## src/rtl/mem_data_bridge.sv

```systemverilog
`timescale 1ns/1ps
// mem_data_bridge
//   Sits between the EX/MEM pipeline register and the data-side SRAM-like bus.
//   Each load or store issues exactly one req/addr_ok/data_ok transaction. The
//   pipeline is frozen (stallM) while that transaction is outstanding. A load's
//   raw 32-bit read word is captured in RAMtmp for the MEM stage. The MEM stage
//   lane-selects and extends that word itself.
//
//   Optional build macro: MEM_DATA_BRIDGE_ADDR_ERR_EN
//     When defined, the block adds output addr_errM. A misaligned half or word
//     access then raises addr_errM and is never issued to the bus.
//
// Ports
//   clk, rst            clock; synchronous active-low reset
//   MemReadM/MemWriteM  load / store currently in MEM
//   MemReadType[2:0]    [1:0] size (00 byte, 01 half, 10 word); [2] sign is unused here
//   ALUout              byte address
//   WriteDataM          right-aligned store data
//   flushM              kill the MEM instruction (exception / eret)
//   stall_other         pipeline held by another stage
//   data_*              SRAM-like data bus (req/wr/size/addr/wdata/wstrb, addr_ok/data_ok/rdata)
//   RAMtmp              captured read word (byte lane 0 sits in [31:24])
//   stallM              freeze IF..MEM
//   addr_errM           (macro only) misaligned access detected
module mem_data_bridge #(
  parameter logic [31:0] RESET_RAMTMP    = 32'h0000_0000,
  parameter int          MAX_OUTSTANDING = 1
) (
  input  logic        clk,
  input  logic        rst,
  input  logic        MemReadM,
  input  logic        MemWriteM,
  input  logic [2:0]  MemReadType,
  input  logic [31:0] ALUout,
  input  logic [31:0] WriteDataM,
  input  logic        flushM,
  input  logic        stall_other,
  output logic        data_req,
  output logic        data_wr,
  output logic [1:0]  data_size,
  output logic [31:0] data_addr,
  output logic [31:0] data_wdata,
  output logic [3:0]  data_wstrb,
  input  logic        data_addr_ok,
  input  logic        data_data_ok,
  input  logic [31:0] data_rdata,
  output logic [31:0] RAMtmp,
`ifdef MEM_DATA_BRIDGE_ADDR_ERR_EN
  output logic        addr_errM,
`endif
  output logic        stallM
);

  // Only a single outstanding transaction is supported.
  generate
    if (MAX_OUTSTANDING != 1) begin : gBadCfg
      $error("mem_data_bridge: MAX_OUTSTANDING must be 1");
    end
  endgenerate

  localparam logic [2:0] IDLE = 3'd0;
  localparam logic [2:0] REQ  = 3'd1;
  localparam logic [2:0] WAIT = 3'd2;
  localparam logic [2:0] DONE = 3'd3;
  localparam logic [2:0] DROP = 3'd4;

  logic [2:0] state, nextState;
  logic       access, issue, addrErr, capture;
  logic [1:0] sizeSel, offs;

  assign sizeSel = MemReadType[1:0];
  assign offs    = ALUout[1:0];
  assign access  = (MemReadM | MemWriteM) & ~flushM;

  // The sign bit only matters to the MEM-stage extender.
  logic unusedSign;
  assign unusedSign = MemReadType[2];

`ifdef MEM_DATA_BRIDGE_ADDR_ERR_EN
  logic misalign;
  assign misalign  = ((sizeSel == 2'b01) & offs[0]) |
                     ((sizeSel == 2'b10) & (offs != 2'b00));
  assign addrErr   = access & misalign;
  assign addr_errM = addrErr;
`else
  assign addrErr   = 1'b0;
`endif

  // A faulting access never starts a bus transaction.
  assign issue = access & ~addrErr;

  // Next-state logic. capture fires only on the cycle when load data is
  // accepted for an instruction that was not flushed.
  always_comb begin
    nextState = state;
    capture   = 1'b0;
    case (state)
      IDLE: begin
        if (issue) nextState = REQ;
      end
      REQ: begin
        if (data_addr_ok) begin
          if (flushM) begin
            // The request is already accepted; its response must be drained.
            nextState = data_data_ok ? IDLE : DROP;
          end else if (data_data_ok) begin
            nextState = DONE;
            capture   = MemReadM;
          end else begin
            nextState = WAIT;
          end
        end else if (flushM) begin
          nextState = IDLE;
        end
      end
      WAIT: begin
        if (flushM) begin
          nextState = data_data_ok ? IDLE : DROP;
        end else if (data_data_ok) begin
          nextState = DONE;
          capture   = MemReadM;
        end
      end
      DROP: begin
        if (data_data_ok) nextState = IDLE;
      end
      DONE: begin
        // Hold here while the pipeline is frozen elsewhere. The same
        // instruction is still in MEM and must not be re-issued.
        if (flushM)           nextState = IDLE;
        else if (!stall_other) nextState = IDLE;
      end
      default: nextState = IDLE;
    endcase
  end

  always_ff @(posedge clk) begin
    if (!rst) begin
      state  <= IDLE;
      RAMtmp <= RESET_RAMTMP;
    end else begin
      state <= nextState;
      if (capture) RAMtmp <= data_rdata;
    end
  end

  // The bus fields come straight from the MEM inputs. Those inputs are held
  // by stallM, so they stay stable until addr_ok.
  assign data_req  = (state == REQ);
  assign data_wr   = MemWriteM;
  assign data_size = sizeSel;
  assign data_addr = ALUout;

  // Lane replication for sub-word stores.
  always_comb begin
    case (sizeSel)
      2'b00:   data_wdata = {4{WriteDataM[7:0]}};
      2'b01:   data_wdata = {2{WriteDataM[15:0]}};
      default: data_wdata = WriteDataM;
    endcase
  end

  // Byte lane 0 (offset 00) maps to strobe bit 3 / data[31:24].
  always_comb begin
    data_wstrb = 4'b0000;
    if (MemWriteM) begin
      case (sizeSel)
        2'b00:   data_wstrb = 4'b1000 >> offs;
        2'b01:   data_wstrb = offs[1] ? 4'b0011 : 4'b1100;
        default: data_wstrb = 4'b1111;
      endcase
    end
  end

  assign stallM = (state == REQ) | (state == WAIT) | (state == DROP) |
                  ((state == IDLE) & issue);

endmodule

```

## config.mk

```make
export PLATFORM = sky130hd
export DESIGN_NAME = mem_data_bridge
export DESIGN_NICKNAME = d
export VERILOG_FILES = /design/src/rtl/mem_data_bridge.sv
export SDC_FILE = /design/constraint.sdc
export NUM_CORES = 1
export LEC_CHECK = 0
export ABC_AREA = 1
export BUFFER_PORTS_ARGS = -buffer_cell sky130_fd_sc_hd__clkbuf_2
export CAP_MARGIN = 0
export CORE_AREA = 4 4 82 84
export CTS_CLUSTER_SIZE = 10
export DETAILED_ROUTE_END_ITERATION = 10
export DIE_AREA = 0 0 86 88
export PLACE_DENSITY = 0.83
export SLEW_MARGIN = 30
export SYNTH_ARGS = -nofsm -noshare
export SYNTH_HDL_FRONTEND = slang
export SYNTH_SLANG_ARGS = --single-unit
```

## constraint.sdc

```tcl
create_clock -name clk -period 1.5 [get_ports clk]
set_input_delay 0.375 -clock clk [delete_from_list [all_inputs] [get_ports clk]]
set_output_delay 0.375 -clock clk [all_outputs]
set_load 0.02 [all_outputs]
```

==> impl_metrics.tcl <==
set metrics [dict create \
    ir_drop_mv 0.588 \
    initial_core_util_pct 35.7 \
    grt_pass1_vias 2236 \
    viasPerCell 4.68 \
    worstSetupStartpointType "register" \
    drt_wl_total_um 6590 \
    wl_per_cell_um 12.9 \
    cts_hold_buffers 0 \
    drv_slew 0 \
    tightest_slew_ps 572 \
    synth_seq_cells 35 \
    grt_overflow 0 \
    track_usage_pct 16.4 \
    final.fill_count 612 \
    hold_class "in -> reg" \
    yosysWarningCount 0 \
    netlist-cell-type-count 21 \
    place_ws_ps -31.4 \
    cts.path.max_buffers 2 \
    relSlewSlack_pct 61.9 \
    max-cap-violations 0 \
    synthCells 322 \
    status "finished, violations left" \
    arrival_ps 1160 \
    syn_avg_cell_area_um2 6.56 \
    fin_skew_ps 6.14 \
    place.gp.congestion 0.937 \
    insertion_delay_ps 290 \
    rsz0062_at_grt "yes" \
    firstDrtPassIters 4 \
    setup_tns_ps -52.6 \
    path_cells "nor2_4, nand2_2, nand4_1, clkbuf_8" \
    synth.area.top_cells "dfxtp_1 (33%), buf_4 (15%), nor2_1 (14%), nand2_1 (12%), o21ai_0 (5.2%)" \
    synth_area_mm2 0.00211 \
    die-height_um 88 \
    power.density_mw_per_mm2 1140 \
    ys_seq_area_share_pct 33.2 \
    power_mw 3.31 \
    die_area_mm2 0.00757 \
    yosys.area.top_type_share_pct 33.2 \
    post-route-period-util_pct 102 \
    drc 0 \
    ant_nets 0 \
    reg2reg_setup_slack_ps 90 \
    core_area_mm2 0.00592 \
    grt_max_degree 36 \
    end_kind "primary output" \
    setup_ws_ps -32.3 \
    finalSetupViolCount 2 \
    area_growth_pct 37.8 \
    io_buffers 150 \
    p_leak_nw 1.56 \
    drive_gt1_share_pct 43.9 \
    die_w_um 86 \
    syn_nets 429 \
    yosysTopAreaCell "dfxtp_1" \
    numClockSinks 35 \
    hpwlAfterDp_um 5150 \
    cts_root_buf "clkbuf_8" \
    cts_tree "done" \
    required_ps 1120 \
    antenna_cells 0 \
    min_period_ps 1530 \
    dr_total_vias 2398 \
    critPathMaxStageDelay_ps 380 \
    path_clk_slew_ps 80 \
    violations "setup timing" \
    finalNetCount 543 \
    cp_slowest_cell "dfxtp_4" \
    setup.worst_path.class "reg -> out" \
    cts_made_buffers 5 \
    antenna_found_initial 0 \
    h-tree-depth 2 \
    grt_pass1_wl_um 10100 \
    ios 212 \
    path_max_fanout 5 \
    fp-row-count 28 \
    timing.fmax_ghz 0.653 \
    hold_viol_final 0 \
    drt_iter0_drc 96 \
]
## per-layer routing
metal,up-vias,track usage (%),routed length [µm]
li1,1209,-,-
met1,1073,18.2,2440
met4,0,8.06,190
met3,24,4.33,562
met5,-,0,0
met2,92,28.9,3390
## critical path, delay by kind of cell, from the launching register on
kind,cells,cell delay [ps]
DFF,1,380
and+or+nand+nor,3,350
buffers and inverters,1,160
## path summary, 6_finish.rpt
| path | from | endpoint | depth (start not counted) |
|---|---|---|---|
| setup / recovery | state[0] | stallM | 4 |
| hold / removal | data_rdata[20] | RAMtmp[20] | 3 |
| setup reg to reg | state[2] | RAMtmp[28] | 7 |
| hold reg to reg | RAMtmp[28] | RAMtmp[28] | 2 |
## cell families after synthesis
kind of cell    after synthesis  synth area share [%]
compound gates               52                  13.3
flops                        35                  33.2
simple gates                162                  30.9
buf+inv                      73                  22.6
## flip-flops by register name, indices dropped and copies added (netlist names)
name,count
state,3
RAMtmp,32
## cells in the mapped netlist, drive strengths merged
cell     n
nor2    79
clkbuf   5
clkinv   1
o21ai   42
nand2   68
dfxtp   35
nand3   14
a21oi    6
buf     50
o211ai   4
nand4    1
inv     17
## layout by cell type, fill, tap and decap left out, types with 7 or more instances in the layout
cell      Yosys  layout
o21ai_1      19      26
nand3_1      12      12
buf_4        43      23
inv_1        13      12
nor2_1       79      77
dfxtp_1      35      32
clkbuf_8      0       7
clkbuf_2      0     130
o21ai_0      22      13
nand2_1      67      62
## timing repair
action,CTS,global route
resized for setup,25,45
setup buffers,0,2
endpoints found under the setup margin,8,52
pin swaps,3,5
cloned,1,0
## stage by stage
stage	hold WS, ps	area (µm²)	util, %	std cells
after floorplan	511	2120	-	322
after global placement	461	2650	44.8	502
after detailed placement	476	2650	44.8	502
after CTS	312	2840	47.9	510
after global routing	323	2910	49.2	512
final	316	2910	49.2	512
## where the power goes
part           internal, mW  switching (mW)
combinational         0.544           0.785
sequential             1.05          0.0993
clock                 0.495           0.347
total                  2.08            1.23
## area by class of cell
| cell class | count | area [µm²] | share of cell area (%) |
|---|---|---|---|
| inverter | 18 | 81.3 | 2.79 |
| sequential | 35 | 712 | 24.4 |
| timing repair buffer | 162 | 927 | 31.8 |
| clock buffer | 5 | 68.8 | 2.36 |
| clock inverter | 3 | 43.8 | 1.50 |
| tap | 75 | 93.8 | 3.22 |
| multi-input combinational | 214 | 986 | 33.8 |
No activity file was read; power rests on OpenSTA's default activity.
